`src/rtl/spi_flash_arb_pkg.sv`:
```
// Shared types and constants for the SPI flash arbiter: FSM state encoding,
// requester port indices and the default flash geometry.
package spi_flash_arb_pkg;

    localparam int FLASH_ADDR_W = 20;
    localparam int FLASH_DATA_W = 32;

    localparam logic PORT_IFETCH = 1'b0;
    localparam logic PORT_DATA   = 1'b1;

    typedef enum logic [1:0] {
        IDLE,
        ISSUE,
        WAIT_BUSY,
        WAIT_DONE
    } arb_state_e;

endpackage

```
`src/rtl/spi_flash_arb_rr2.sv`:
```
// Two-way grant: round-robin on a last-served pointer, or port 0 always wins ties.
// Latency: combinational grant; pointer moves one cycle after upd_vld.
// Backpressure: none; the grant is only consumed when the arbiter FSM is idle.
module spi_flash_arb_rr2
    import spi_flash_arb_pkg::*;
#(
    parameter int PRIO_FIXED = 0
) (
    input  logic       clk,
    input  logic       reset,
    input  logic [1:0] req,
    input  logic       upd_vld,
    input  logic       upd_port,
    output logic       gnt_vld,
    output logic       gnt_port
);

    // prio_q is the port that wins the next tie
    logic prio_q, prio_d;

    always_comb begin
        prio_d = prio_q;
        if (upd_vld) begin
            prio_d = ~upd_port;
        end
    end

    always_ff @(posedge clk) begin
        if (reset) begin
            prio_q <= PORT_IFETCH;
        end else begin
            prio_q <= prio_d;
        end
    end

    always_comb begin
        gnt_vld  = |req;
        gnt_port = PORT_IFETCH;
        if (req == 2'b11) begin
            gnt_port = (PRIO_FIXED != 0) ? PORT_IFETCH : prio_q;
        end else if (req[PORT_DATA]) begin
            gnt_port = PORT_DATA;
        end
    end

endmodule

```
`src/rtl/spi_flash_arbiter.sv`:
```
// Shares one SPI flash reader between ifetch (port 0) and data load (port 1); FLASH_ARB_CACHE_EN adds a one-entry cache.
// Latency: strobe at T -> flash_rstrb at T+2, 3 cycles of overhead on the flash transaction; cache hit completes at T+2.
// Backpressure: one outstanding read per port, signalled by pN_rbusy; a strobe while busy is dropped.
module spi_flash_arbiter
    import spi_flash_arb_pkg::*;
#(
    parameter int ADDR_W     = FLASH_ADDR_W,
    parameter int DATA_W     = FLASH_DATA_W,
    parameter int PRIO_FIXED = 0
) (
    input  logic              clk,
    input  logic              reset,
    input  logic              p0_rstrb,
    input  logic [ADDR_W-1:0] p0_word_address,
    output logic [DATA_W-1:0] p0_rdata,
    output logic              p0_rbusy,
    input  logic              p1_rstrb,
    input  logic [ADDR_W-1:0] p1_word_address,
    output logic [DATA_W-1:0] p1_rdata,
    output logic              p1_rbusy,
    output logic              flash_rstrb,
    output logic [ADDR_W-1:0] flash_word_address,
    input  logic [DATA_W-1:0] flash_rdata,
    input  logic              flash_rbusy
);

    arb_state_e             state_q, state_d;
    logic [1:0]             pend_q, pend_d;
    logic [1:0][ADDR_W-1:0] addr_q, addr_d;
    logic [1:0][DATA_W-1:0] rdata_q, rdata_d;
    logic                   gnt_q, gnt_d;
    logic [ADDR_W-1:0]      flash_addr_q, flash_addr_d;
    logic [1:0]             rstrb;
    logic [1:0][ADDR_W-1:0] waddr;
    logic                   arb_vld, arb_port, upd_vld, upd_port;
`ifdef FLASH_ARB_CACHE_EN
    logic                   cache_vld_q, cache_vld_d;
    logic [ADDR_W-1:0]      cache_tag_q, cache_tag_d;
    logic [DATA_W-1:0]      cache_dat_q, cache_dat_d;
`endif

    assign rstrb = {p1_rstrb, p0_rstrb};
    assign waddr = {p1_word_address, p0_word_address};

    spi_flash_arb_rr2 #(.PRIO_FIXED(PRIO_FIXED)) u_rr2 (
        .clk      (clk),
        .reset    (reset),
        .req      (pend_q),
        .upd_vld  (upd_vld),
        .upd_port (upd_port),
        .gnt_vld  (arb_vld),
        .gnt_port (arb_port)
    );

    always_comb begin
        state_d      = state_q;
        pend_d       = pend_q;
        addr_d       = addr_q;
        rdata_d      = rdata_q;
        gnt_d        = gnt_q;
        flash_addr_d = flash_addr_q;
        upd_vld      = 1'b0;
        upd_port     = gnt_q;
`ifdef FLASH_ARB_CACHE_EN
        cache_vld_d  = cache_vld_q;
        cache_tag_d  = cache_tag_q;
        cache_dat_d  = cache_dat_q;
`endif
        case (state_q)
            IDLE: begin
                if (arb_vld && !flash_rbusy) begin
                    gnt_d        = arb_port;
                    flash_addr_d = addr_q[arb_port];
                    state_d      = ISSUE;
`ifdef FLASH_ARB_CACHE_EN
                    if (cache_vld_q && (cache_tag_q == addr_q[arb_port])) begin
                        rdata_d[arb_port] = cache_dat_q;
                        pend_d[arb_port]  = 1'b0;
                        upd_vld           = 1'b1;
                        upd_port          = arb_port;
                        flash_addr_d      = flash_addr_q;
                        state_d           = IDLE;
                    end
`endif
                end
            end
            ISSUE: begin
                state_d = WAIT_BUSY;
            end
            // strobe is held until busy is seen, covering the reader's start-up cycle
            WAIT_BUSY: begin
                if (flash_rbusy) begin
                    state_d = WAIT_DONE;
                end
            end
            WAIT_DONE: begin
                if (!flash_rbusy) begin
                    rdata_d[gnt_q] = flash_rdata;
                    pend_d[gnt_q]  = 1'b0;
                    upd_vld        = 1'b1;
                    state_d        = IDLE;
`ifdef FLASH_ARB_CACHE_EN
                    cache_vld_d    = 1'b1;
                    cache_tag_d    = flash_addr_q;
                    cache_dat_d    = flash_rdata;
`endif
                end
            end
            default: state_d = IDLE;
        endcase
        for (int i = 0; i < 2; i++) begin
            if (rstrb[i] && !pend_q[i]) begin
                pend_d[i] = 1'b1;
                addr_d[i] = waddr[i];
            end
        end
    end

    always_ff @(posedge clk) begin
        if (reset) begin
            state_q      <= IDLE;
            pend_q       <= '0;
            addr_q       <= '0;
            rdata_q      <= '0;
            gnt_q        <= PORT_IFETCH;
            flash_addr_q <= '0;
        end else begin
            state_q      <= state_d;
            pend_q       <= pend_d;
            addr_q       <= addr_d;
            rdata_q      <= rdata_d;
            gnt_q        <= gnt_d;
            flash_addr_q <= flash_addr_d;
        end
    end

`ifdef FLASH_ARB_CACHE_EN
    always_ff @(posedge clk) begin
        if (reset) begin
            cache_vld_q <= 1'b0;
            cache_tag_q <= '0;
            cache_dat_q <= '0;
        end else begin
            cache_vld_q <= cache_vld_d;
            cache_tag_q <= cache_tag_d;
            cache_dat_q <= cache_dat_d;
        end
    end
`endif

    assign p0_rdata           = rdata_q[PORT_IFETCH];
    assign p1_rdata           = rdata_q[PORT_DATA];
    assign p0_rbusy           = pend_q[PORT_IFETCH];
    assign p1_rbusy           = pend_q[PORT_DATA];
    assign flash_rstrb        = (state_q == ISSUE) || (state_q == WAIT_BUSY);
    assign flash_word_address = flash_addr_q;

    p0_strobe_while_pending: assert property (@(posedge clk) disable iff (reset)
        !(p0_rstrb && pend_q[PORT_IFETCH]));
    p1_strobe_while_pending: assert property (@(posedge clk) disable iff (reset)
        !(p1_rstrb && pend_q[PORT_DATA]));

endmodule

```
`config.mk`:
```
export PLATFORM = sky130hd
export DESIGN_NAME = spi_flash_arbiter
export DESIGN_NICKNAME = d
export VERILOG_FILES = /design/src/rtl/spi_flash_arb_pkg.sv /design/src/rtl/spi_flash_arb_rr2.sv /design/src/rtl/spi_flash_arbiter.sv
export SDC_FILE = /design/constraint.sdc
export NUM_CORES = 1
export LEC_CHECK = 0
export CAP_MARGIN = 20
export CORE_MARGIN = 4
export CORE_UTILIZATION = 45
export CTS_CLUSTER_SIZE = 8
export DETAILED_ROUTE_END_ITERATION = 10
export PLACE_DENSITY = 0.81
export SLEW_MARGIN = 20
export SYNTH_ARGS = -nofsm -noshare
export SYNTH_HDL_FRONTEND = slang
export SYNTH_SLANG_ARGS = --single-unit
```
`constraint.sdc`:
```
create_clock -name clk -period 1.7 [get_ports clk]
set_input_delay 0.255 -clock clk [delete_from_list [all_inputs] [get_ports clk]]
set_output_delay 0.255 -clock clk [all_outputs]
set_load 0.1 [all_outputs]
```
Yosys cells after proc, flatten, opt, wreduce, memory -nomap -nowiden
Index checks and enable logic that the tools add are counted.
{"block": "classes", "reduce_logical": 17, "eq_ne": 9, "mux": 19, "bitwise_logic": 4, "order_cmp": 3}
{"cell": "$bwmux 64", "n": 1}
{"cell": "$mux 20", "n": 2}
{"cell": "$demux 32 s1", "n": 1}
{"cell": "$mux 32", "n": 1}
{"cell": "$mux 2", "n": 5}
{"cell": "$pmux 2 s4", "n": 1}
{"cell": "$reduce_and 2->1", "n": 4}
{"cell": "$mux 1", "n": 7}
{"cell": "$eq 2x2->1 const B", "n": 3}
{"cell": "$ne 2x2->1 const B", "n": 3}
{"cell": "$logic_and 1x1->1", "n": 4}
{"cell": "$lt 1x2->1 const B", "n": 2}
{"cell": "$ne 2x1->1 const B", "n": 2}
{"cell": "$reduce_bool 2->1", "n": 2}
{"cell": "$logic_not 1->1", "n": 3}
{"cell": "$reduce_and 3->1", "n": 1}
{"cell": "$and 2x2->2", "n": 1}
{"cell": "$eq 2x1->1 const B", "n": 1}
{"cell": "$logic_not 2->1", "n": 1}
{"cell": "$not 1->1", "n": 2}
{"cell": "$not 2->2", "n": 1}
{"cell": "$reduce_or 2->1", "n": 1}
{"cell": "$demux 1 s1", "n": 1}
{"cell": "$ge 1x1->1 const B", "n": 1}
{"cell": "$logic_or 1x1->1", "n": 1}
{"block": "word_totals", "output_inout_bits": 87, "regBits": 130, "input_bits": 77, "wordCells": 62}

Longest topological paths before layout
Gate-level depths: netlist of the first run.
{"block": "depth", "ltp_word": 9, "mapped_depth": 6, "depth_no_buf": 5}

Modules after synthesis
Synthesis of the first run repeated with hierarchy kept, for this count alone.
{"block": "unflattened", "cells_unflattened": 584, "hier_area_um2": 4852.2}
{"module": "spi_flash_arbiter", "area_each_um2": 4803.4, "cells_per_inst": 578, "instances": 1}
{"module": "spi_flash_arb_rr2", "area_each_um2": 48.8, "cells_per_inst": 6, "instances": 1}

Worst setup path after synthesis of the first run
No wires, ideal clock.
{"block": "synth_path", "path_kind": "register to register", "from": "register pend_q[1]", "to": "register flash_addr_q[10] (netlist: flash_word_address[10])", "path_stages_with_launch": 6, "t_arrival_ps": 1875, "slack_ps": -318, "cell_sequence": "dfxtp_1 -> buf_2 -> o21bai_1 -> nor2_1 -> clkbuf_1 -> a311oi_1"}
{"block": "synth_between", "elab_chain_len": 4}
{"item": "from (decl)", "line_no": "spi_flash_arbiter.sv:28", "source": "logic [1:0] pend_q, pend_d;"}
{"item": "from (signal assigned)", "line_no": "spi_flash_arbiter.sv:129", "source": "pend_q <= pend_d;"}
{"item": "$eq 2x2->1 / $mux 1 (equally long branches)", "line_no": "spi_flash_arb_rr2.sv:39, spi_flash_arb_rr2.sv:41"}
{"item": "$mux 1", "line_no": "spi_flash_arb_rr2.sv:39", "source": "if (req == 2'b11) begin"}
{"item": "$mux 20 (not written as such) (2 in a row)", "line_no": "spi_flash_arbiter.sv:73", "source": "flash_addr_d = addr_q[arb_port];"}
{"item": "to (signal assigned)", "line_no": "spi_flash_arbiter.sv:133", "source": "flash_addr_q <= flash_addr_d;"}
{"item": "to (decl)", "line_no": "spi_flash_arbiter.sv:32", "source": "logic [ADDR_W-1:0] flash_addr_q, flash_addr_d;"}
Parallel ways exist; a longest one is shown, timed or not. The select of a mux whose other input is x is not followed.
A chain may end at the register's enable or synchronous reset.

Worst setup path after layout of the first run
{"block": "layout_path", "from": "register state_q[1]", "to": "output flash_rstrb"}
{"block": "layout_between", "elab_chain_len": 2}
{"item": "from (decl)", "line_no": "spi_flash_arbiter.sv:27", "source": "arb_state_e state_q, state_d;"}
{"item": "from (signal assigned)", "line_no": "spi_flash_arbiter.sv:128", "source": "state_q <= state_d;"}
{"item": "$eq 2x1->1 / $eq 2x2->1 (equally long branches)", "line_no": "spi_flash_arbiter.sv:155", "source": "assign flash_rstrb = (state_q == ISSUE) || (state_q == WAIT_BUSY);"}
{"item": "$logic_or 1x1->1 *", "line_no": "spi_flash_arbiter.sv:155"}
{"item": "to (decl)", "line_no": "spi_flash_arbiter.sv:21", "source": "output logic flash_rstrb,"}
Mark *: on every way between the ends. The rest lies on a longest branch, timed or not.

==> impl_metrics.csv, run 1 <==
group,metric,value,unit
run_status,status,"completed",
clock_network,clock_latency,510,ps
synthesis,ys_types,28,
die,die_w,112,um
synthesis,ys_async_sr_fraction,0,%
power,p_comb_share,26.9,%
clock_network,cts_buffers,17,
clock_network,cts.sinks,130,
synthesis,ys_seq_area_share,53.6,%
setup_path,ff2ff_setup_slack,130,ps
grt,grt-ovfl-total,0,
synthesis,yosysWarnings,0,
synthesis,yosys-top-cells-count,"nand2_1 (208), dfxtp_1 (130), a21oi_1 (127), clkbuf_1 (34), o21ai_0 (22)",
synthesis,synth-seq-cells,130,
finish,final_nets,842,
power,p_clk_share,38.5,%
grt,grt_pass1_wl,24.9,mm
power,leakage,2.95,nW
synthesis,synth_mux_area_share,0.438,%
synthesis,postSynthNetCount,691,
finish,drive_above_1_share,19.0,%
hold_path,hold_depth,2,
power,p_int,6.80,mW
die,num_rows,37,
sta,skew,9.92,ps
setup_path,crit_start,"state_q[1]",
sta,grt_setup_unrepaired,"false",
clock_network,cts_tree,"built",
grt,grt.busiest_layer,"met2",
synthesis,synth_top_family_by_area,"simple AND/OR/NAND/NOR gates",
sta,fin_hold_ws,121,ps
clock_network,path_clk_slew,60,ps
die,io_pins,164,
synthesis,synth_edf_count,0,
grt,use_met1,28.6,%
run,drv_cap,0,
synthesis,synthSimpleGateAreaFrac,20.4,%
clock_network,cts_buffer_depth,2,
grt,gr-usage-met3,5.92,%
grt,grt_pass1_vias,4997,
hold_path,min_from,"reset",
finish,diodes,0,
die,core,0.0104,mm^2
clock_network,htreeDepth,4,
placed_design,dpl.hpwl,10.6,mm
synthesis,synth_compound_area_share,19.9,%
sta,setup_viol,0,
synthesis,synthXorXnorAreaFrac,0,%
synthesis,ys.flop_type,"dfxtp_1",
clock_network,hold_buffers,0,
die,dieArea,0.0125,mm^2
hold_path,min_to,"pend_q[0]",
hold_path,min_path_type,"in -> reg",
setup_path,worstPathRequired,1440,ps
sta,hold_viol,0,
route,final_antenna_net_count,0,
synthesis,synth_area_leader_cell,"dfxtp_1",
sta,relSlewSlack,64.3,%
route,drt-initial-drc-count,304,
sta,worst_pin_slew,534,ps
placed_design,portBuffers,163,
power,max-vdd-ir-drop,0.920,mV
setup_path,r2r-start,"state_q[1]",
power,power_per_cell_area,1220,mW/mm^2
grt,use_met2,42.7,%
setup_path,crit_path_end_kind,"primary output",
clock_network,ctsRootBufferMaster,"clkbuf_8",
grt,grt_max_degree,61,
route,drc_errors,0,
grt,grt_util_all_layers,24.3,%
synthesis,avgSynthCellArea,7.95,um^2
power,switching_share,32.1,%
setup_path,arrival,1390,ps
synthesis,synth_fa_ha_area_share,0.773,%
sta,max_freq,606,MHz
setup_path,crit_type,"reg -> out",
route,dr.pass1.iters,5,
route,routedWlPerCell,17.0,um
grt,antenna_found_initial,0,
route,viasPerCell,5.46,
synthesis,synth.area.top_cells,"dfxtp_1 (54%), nand2_1 (16%), a21oi_1 (13%)",
synthesis,netlist_area,0.00486,mm^2
sta,setup_tns,0,ps
clock_network,cts_setup_buffers,0,
power,p_sw,3.21,mW
route,routed_wl,15.5,mm
power,p_seq_share,34.7,%
synthesis,synth.top_cell.area_share,53.6,%
setup_path,crit_fanout,4,
route,dr_total_vias,4965,
die,fp.dieH,112,um
die,initial_core_util,46.6,%
synthesis,synthCells,611,
sta,fin_crit,1650,ps
setup_path,crit_path_start_kind,"register",
placed_design,gp_congestion,0.762,
synthesis,yosysMostFrequentCell,"nand2_1",
sta,drv_slew,0,
finish,syn2layout_area_growth,69.2,%
setup_path,reg2reg_to,"p0_rdata[8]",
sta,min_period_over_period,97.0,%
setup_path,r2r_cells,5,
[power groups by stage]
stage / Sequential, mW / Clock (mW) / Combinational [mW]
CTS: 3.46 / 3.89 / 2.68
global route: 3.49 / 4.02 / 2.80
detailed placement: 3.52 / 0 / 2.62
floorplan: 4.27 / 0 / 0.769
global placement: 3.51 / 0 / 2.57
finish: 3.47 / 3.85 / 2.69
[layout make-up]
type | instances | area [um^2]
clock buffers | 18 | 418
clock inverters | 13 | 210
fillers | 652 | 2200
inverters | 5 | 18.8
multi-input cells | 425 | 2040
flip-flops and latches | 130 | 2610
well taps | 136 | 170
repair buffers | 183 | 2750
[worst max-delay path, cell delays in order (launching register included)]
cell and delay, ps:
dfxtp_4 370, inv_1 70, ha_4 280, buf_12 170
[worst max path at each step]
stage                                   to  slack, ps  depth (start not counted)
floorplan           flash_word_address[10]         40                          5
global placement                state_q[1]         20                          4
detailed placement             p0_rdata[8]        -70                          6
CTS                            flash_rstrb          7                          3
global route                   flash_rstrb          7                          3
finish                         flash_rstrb         50                          3
[kinds of logic (layout without fill, tap and decap cells)]
family	count (synthesis)	count (layout)
AO/OA/AOI/OAI	175	175
adder cells (fa/ha/maj)	3	3
buffers and inverters	56	219
flip-flops	130	130
multiplexers	2	2
AND/OR/NAND/NOR	245	245
[stage by stage]
stage                     utilization [%]  instance area (um^2)  setup WS [ps]  power [mW]  cells
after floorplan                         -                  4860           40.8        5.04    611
after global placement               72.7                  7570           17.3        6.08    879
after detailed placement             72.7                  7570          -66.9        6.14    879
after CTS                            78.8                  8210           7.08        10.0    910
after global routing                 78.9                  8220           7.46        10.3    910
final                                78.9                  8220           50.9        10.0    910
[layer usage]
layer / wire length, um / share of wire [%] / vias up
met4: 290 / 1.9 / 0
met1: 5980 / 39 / 2337
met3: 1230 / 7.9 / 33
met5: 0 / 0 / -
met2: 7980 / 52 / 247
li1: - / - / 2348
[layout by cell type, fill, tap and decap left out, types with 3 or more instances in the layout]
cell	n
a21oi_1	127
a311oi_1	20
buf_12	95
buf_4	12
bufinv_16	5
clkbuf_16	16
clkdlybuf4s50_1	75
clkinv_4	3
dfxtp_1	126
inv_1	5
nand2_1	208
nand2b_1	5
nand3_1	20
nor2_1	4
o21ai_0	22
[registers in the layout, summed over array words and instances (netlist names)]
name and flops:
state_q 2, u_rr2.prio_q 1, pend_q 2, gnt_q 1
p1_rdata 32, addr_q 40, p0_rdata 32, flash_word_address 20
[timing repair]
action	in CTS	in global routing
pin swaps	0	0
setup endpoints to repair	2	2
resized for setup	3	3
(Power assumes the default switching activity.)
==> run 2: changes to the inputs <==
--- a/config.mk
+++ b/config.mk
@@ -6,10 +6,10 @@
 export NUM_CORES = 1
 export LEC_CHECK = 0
 export CAP_MARGIN = 20
-export CORE_MARGIN = 4
 export CORE_UTILIZATION = 45
 export CTS_CLUSTER_SIZE = 8
 export DETAILED_ROUTE_END_ITERATION = 10
+export HOLD_SLACK_MARGIN = 0.15
 export PLACE_DENSITY = 0.81
 export SLEW_MARGIN = 20
 export SYNTH_ARGS = -nofsm -noshare
==> impl_metrics.csv, run 2 (synthesized netlist as in run 1, its figures left out) <==
group,metric,value,unit
run_status,status,"completed",
grt,grt_pass1_wl,24.2,mm
sta,skew,9.90,ps
route,drc_errors,0,
route,final_antenna_net_count,0,
setup_path,crit_path_end_kind,"primary output",
setup_path,worstPathRequired,1440,ps
grt,grt_pass1_vias,5038,
sta,hold_viol,0,
placed_design,post-place-cells,881,
placed_design,gp_congestion,0.844,
grt,grt_max_degree,49,
sta,worst_slack,50.6,ps
sta,max_freq,606,MHz
sta,setup_viol,0,
power,p_clk_share,34.1,%
finish,regMostFlops,"addr_q",
sta,min_period_over_period,97.0,%
route,dr_total_vias,4998,
clock_network,path_clk_slew,60,ps
sta,worst_pin_slew,579,ps
die,fp.dieH,106,um
finish,largest_reg_flops,40,
grt,grt_util_all_layers,27.5,%
finish,final_cell_mix,"nand2_1 (208), a21oi_1 (127), dfxtp_1 (126)",
die,initial_core_util,46.6,%
setup_path,crit_fanout,4,
hold_path,min_path_type,"in -> reg",
die,num_rows,37,
die,dieArea,0.0112,mm^2
clock_network,hold_buffers,0,
power,max-vdd-ir-drop,0.826,mV
sta,fin_crit,1650,ps
finish,diodes,0,
die,die_w,106,um
sta,setup_tns,0,ps
run,drv_cap,0,
setup_path,cpPeakStageDelay,350,ps
setup_path,crit_type,"reg -> out",
finish,final_common_cell,"nand2_1",
clock_network,cts_buffer_depth,2,
finish,final_cells,909,
route,dr.pass1.iters,5,
route,routed_wl,14.9,mm
placed_design,dpl.hpwl,10.2,mm
placed_design,portBuffers,163,
finish,n_fill_cell,694,
power,leakage,2.91,nW
route,drt-initial-drc-count,229,
route,viasPerCell,5.50,
power,p_sw,3.10,mW
grt,grt-ovfl-total,0,
clock_network,clock_latency,520,ps
clock_network,ctsRootBufferMaster,"clkbuf_8",
setup_path,arrival,1390,ps
clock_network,cts_setup_buffers,0,
route,routedWlPerCell,16.4,um
clock_network,htreeDepth,4,
clock_network,cts_buffers,17,
clock_network,cts_tree,"built",
setup_path,crit_chain,"inv_1 > ha_4 > buf_12",
sta,relSlewSlack,61.4,%
power,p_seq_share,37.1,%
power,p_comb_share,28.8,%
grt,antenna_found_initial,0,
setup_path,crit_path_start_kind,"register",
setup_path,slowest_stage,"dfxtp_2",
die,io_pins,164,
power,power_per_cell_area,1150,mW/mm^2
finish,syn2layout_area_growth,67.1,%
placed_design,dp_slack,-80.5,ps
sta,grt_setup_unrepaired,"true",
sta,drv_slew,0,
die,core,0.0104,mm^2
power,p_int,6.24,mW
finish,drive_above_1_share,18.8,%
power,switching_share,33.2,%
clock_network,cts.sinks,130,
finish,final_nets,844,
-- run 2: area by class of cell --
type	instances	area, um^2	area share (%)
clock buffers	21	449	5.53
inverters	5	18.8	0.231
flip-flops and latches	130	2610	32.2
repair buffers	185	2770	34.1
multi-input cells	425	2040	25.1
well taps	136	170	2.10
clock inverters	7	62.6	0.771
-- run 2: power by group through the flow --
stage / clock network (mW) / registers, mW / logic [mW]
floorplan: 0 / 4.27 / 0.769
global placement: 0 / 3.51 / 2.58
detailed placement: 0 / 3.51 / 2.63
CTS: 3.22 / 3.46 / 2.69
global route: 3.35 / 3.49 / 2.80
finish: 3.18 / 3.47 / 2.69
-- run 2: path summary, 6_finish.rpt --
kind,to,start,cells after the start,slack [ps]
min reg2reg,addr_q[19],addr_q[19],2,450
max reg2reg,p0_rdata[3],state_q[1],5,100
min,pend_q[1],reset,2,200
max,flash_rstrb,state_q[1],3,50
-- run 2: routing by layer --
| layer | GRT usage [%] | vias up | wire length, um |
|---|---|---|---|
| met2 | 48.9 | 271 | 7700 |
| met4 | 11.9 | 0 | 306 |
| met5 | 0 | - | 0 |
| li1 | - | 2353 | - |
| met3 | 7.05 | 34 | 1120 |
| met1 | 31.0 | 2340 | 5750 |
-- run 2: timing repair --
item / in CTS / in global routing
endpoints found under the hold margin: 0 / 0
endpoints found under the setup margin: 2 / 1
resized for setup: 5 / 0
-- run 2: metrics by stage --
stage	util [%]	instance area (um^2)	power, mW	hold WS (ps)
2_1_floorplan	-	4860	5.04	391
3_3_place_gp	72.8	7580	6.08	439
3_5_place_dp	72.8	7580	6.14	443
4_1_cts	77.9	8120	9.37	169
5_1_grt	77.9	8120	9.64	220
6_report	77.9	8120	9.33	203
-- run 2: critical path, delay by kind of cell, from the launching register on --
kind	cells	cell delay [ps]
adder cells (fa/ha/maj)	1	290
buffers and inverters	2	240
flip-flops	1	350
==> run 3: changes to the inputs <==
--- a/config.mk
+++ b/config.mk
@@ -11,7 +11,7 @@
 export DETAILED_ROUTE_END_ITERATION = 10
 export HOLD_SLACK_MARGIN = 0.15
 export PLACE_DENSITY = 0.81
-export SLEW_MARGIN = 20
+export SLEW_MARGIN = 0
 export SYNTH_ARGS = -nofsm -noshare
 export SYNTH_HDL_FRONTEND = slang
 export SYNTH_SLANG_ARGS = --single-unit
==> constraint.sdc (replaced) <==
create_clock -name clk -period 1.58 [get_ports clk]
set_input_delay 0.237 -clock clk [delete_from_list [all_inputs] [get_ports clk]]
set_output_delay 0.237 -clock clk [all_outputs]
set_load 0.1 [all_outputs]
==> impl_metrics.csv, run 3 (synthesized netlist as in run 1, its figures left out) <==
group,metric,value,unit
run_status,status,"finished with violations",
run_status,violations,"negative setup slack",
setup_path,arrival,1360,ps
sta,fin_hold_ws,278,ps
route,drc_errors,0,
route,routed_wl,15.2,mm
sta,max_freq,627,MHz
sta,relSlewSlack,65.0,%
setup_path,crit_fanout,3,
route,dr.pass1.iters,5,
finish,diodes,0,
grt,grt_pass1_vias,4916,
finish,final_common_cell,"nand2_1",
finish,drive_above_1_share,20.1,%
die,die_w,106,um
route,routedWlPerCell,16.5,um
setup_path,crit_type,"reg -> out",
finish,largest_reg_flops,40,
clock_network,ctsRootBufferMaster,"clkbuf_8",
die,num_rows,37,
die,io_pins,164,
sta,setup_viol,1,
setup_path,crit_path_start_kind,"register",
setup_path,cpPeakStageDelay,370,ps
setup_path,path_delay_family,"flip-flops",
clock_network,cts.sinks,130,
sta,min_period_over_period,101,%
placed_design,dpl.hpwl,10.4,mm
die,dieArea,0.0112,mm^2
die,initial_core_util,46.6,%
clock_network,cts_tree,"built",
clock_network,htreeDepth,4,
setup_path,crit_path_end_kind,"primary output",
hold_path,hold_depth,3,
sta,grt_setup_unrepaired,"true",
finish,postLayoutCellArea,0.00822,mm^2
sta,drv_slew,0,
route,viasPerCell,5.50,
placed_design,place_area,0.00759,mm^2
setup_path,ff2ff_setup_slack,60,ps
finish,final_nets,850,
die,fp.dieH,106,um
finish,regMostFlops,"addr_q",
clock_network,cts_buffer_depth,2,
placed_design,gp_congestion,0.818,
power,max-vdd-ir-drop,0.947,mV
power,power_per_cell_area,1260,mW/mm^2
setup_path,timing.critical_path.buf_inv,2,
grt,grt_pass1_wl,24.1,mm
sta,worst_pin_slew,525,ps
finish,final_cell_mix,"nand2_1 (208), a21oi_1 (127), dfxtp_1 (126)",
setup_path,crit_chain,"inv_4 > ha_4 > buf_12",
grt,grt_max_degree,65,
sta,worst_slack,-15.0,ps
finish,n_fill_cell,632,
route,drt-initial-drc-count,262,
setup_path,r2r-start,"state_q[0]",
placed_design,dp_slack,-173,ps
hold_path,min_to,"addr_q[23]",
hold_path,min_from,"p1_word_address[3]",
grt,antenna_found_initial,0,
run,drv_cap,0,
setup_path,worstPathRequired,1340,ps
grt,grt_util_all_layers,27.3,%
clock_network,cts_buffers,17,
sta,skew,7.46,ps
setup_path,r2r_cells,5,
power,leakage,2.96,nW
placed_design,portBuffers,163,
setup_path,slowest_stage,"dfxtp_4",
setup_path,reg2reg_to,"p0_rdata[2]",
clock_network,clock_latency,510,ps
route,final_antenna_net_count,0,
die,core,0.0104,mm^2
finish,syn2layout_area_growth,69.3,%
sta,fin_crit,1590,ps
clock_network,path_clk_slew,60,ps
route,dr_total_vias,5045,
sta,hold_viol,0,
grt,grt-ovfl-total,0,
hold_path,min_path_type,"in -> reg",
[run 3: cell count changes in the layout (fill, tap and decap cells not counted), sizes merged]
cell / delta
dlygate4sd3: +1
clkinv: -1
buf: +5
clkinvlp: +2
inv: +1
bufinv: +1
[run 3: worst max-delay path by stage]
stage	start	end	cells past startpoint	slack (ps)
2_1_floorplan	state_q[1]	state_q[1]	4	30
6_report	state_q[0]	flash_rstrb	3	-10
5_1_grt	state_q[1]	flash_rstrb	3	-60
3_5_place_dp	flash_rbusy	flash_word_address[12]	6	-170
3_3_place_gp	flash_rbusy	flash_word_address[16]	6	-90
4_1_cts	state_q[0]	flash_rstrb	3	-30
[run 3: layout make-up]
cell class                 count  area (um^2)  share of cell area [%]
sequential                   130         2610                    31.8
inverter                       5         21.3                   0.259
tap                          136          170                    2.07
clock inverter                10          109                    1.32
multi-input combinational    425         2050                    24.9
clock buffer                  21          449                    5.46
timing repair buffer         191         2820                    34.2
[run 3: where the power goes]
part	leakage, nW	internal [mW]	switching, mW
sequential	1.06	3.50	0.232
combinational	1.63	1.12	1.81
clock	0.270	2.31	1.38
[run 3: repair_timing]
action                                  in CTS  in global routing
pin swaps                                    0                  1
buffers inserted                             3                  1
endpoints found under the setup margin       9                 34
hold buffers                                 1                  0
endpoints found under the hold margin       13                  0
resized for setup                            5                  5
[run 3: per-layer routing]
| metal | part of all wire (%) | track usage [%] | up-vias | wire, um |
|---|---|---|---|---|
| met5 | 0 | 0 | - | 0 |
| met4 | 2.3 | 11.9 | 0 | 351 |
| met3 | 7.3 | 5.58 | 31 | 1100 |
| met1 | 38 | 30.6 | 2386 | 5830 |
| li1 | - | - | 2371 | - |
| met2 | 52 | 49.8 | 257 | 7870 |
[run 3: worst reg2reg max path, cell delays in order (launching register included)]
cell,delay [ps]
dfxtp_4,370
ha_2,240
or3b_4,420
buf_12,190
nand2_1,110
a21oi_1,80
[run 3: metrics by stage]
step           utilization, %  power [mW]  TNS, ps  cells
6_report                 79.0        10.4    -15.0    918
5_1_grt                  79.0        10.7    -58.3    918
4_1_cts                  78.8        10.3    -29.6    917
3_5_place_dp             72.9        6.58    -5190    882
3_3_place_gp             72.9        6.52    -1920    882
2_1_floorplan               -        5.43        0    611
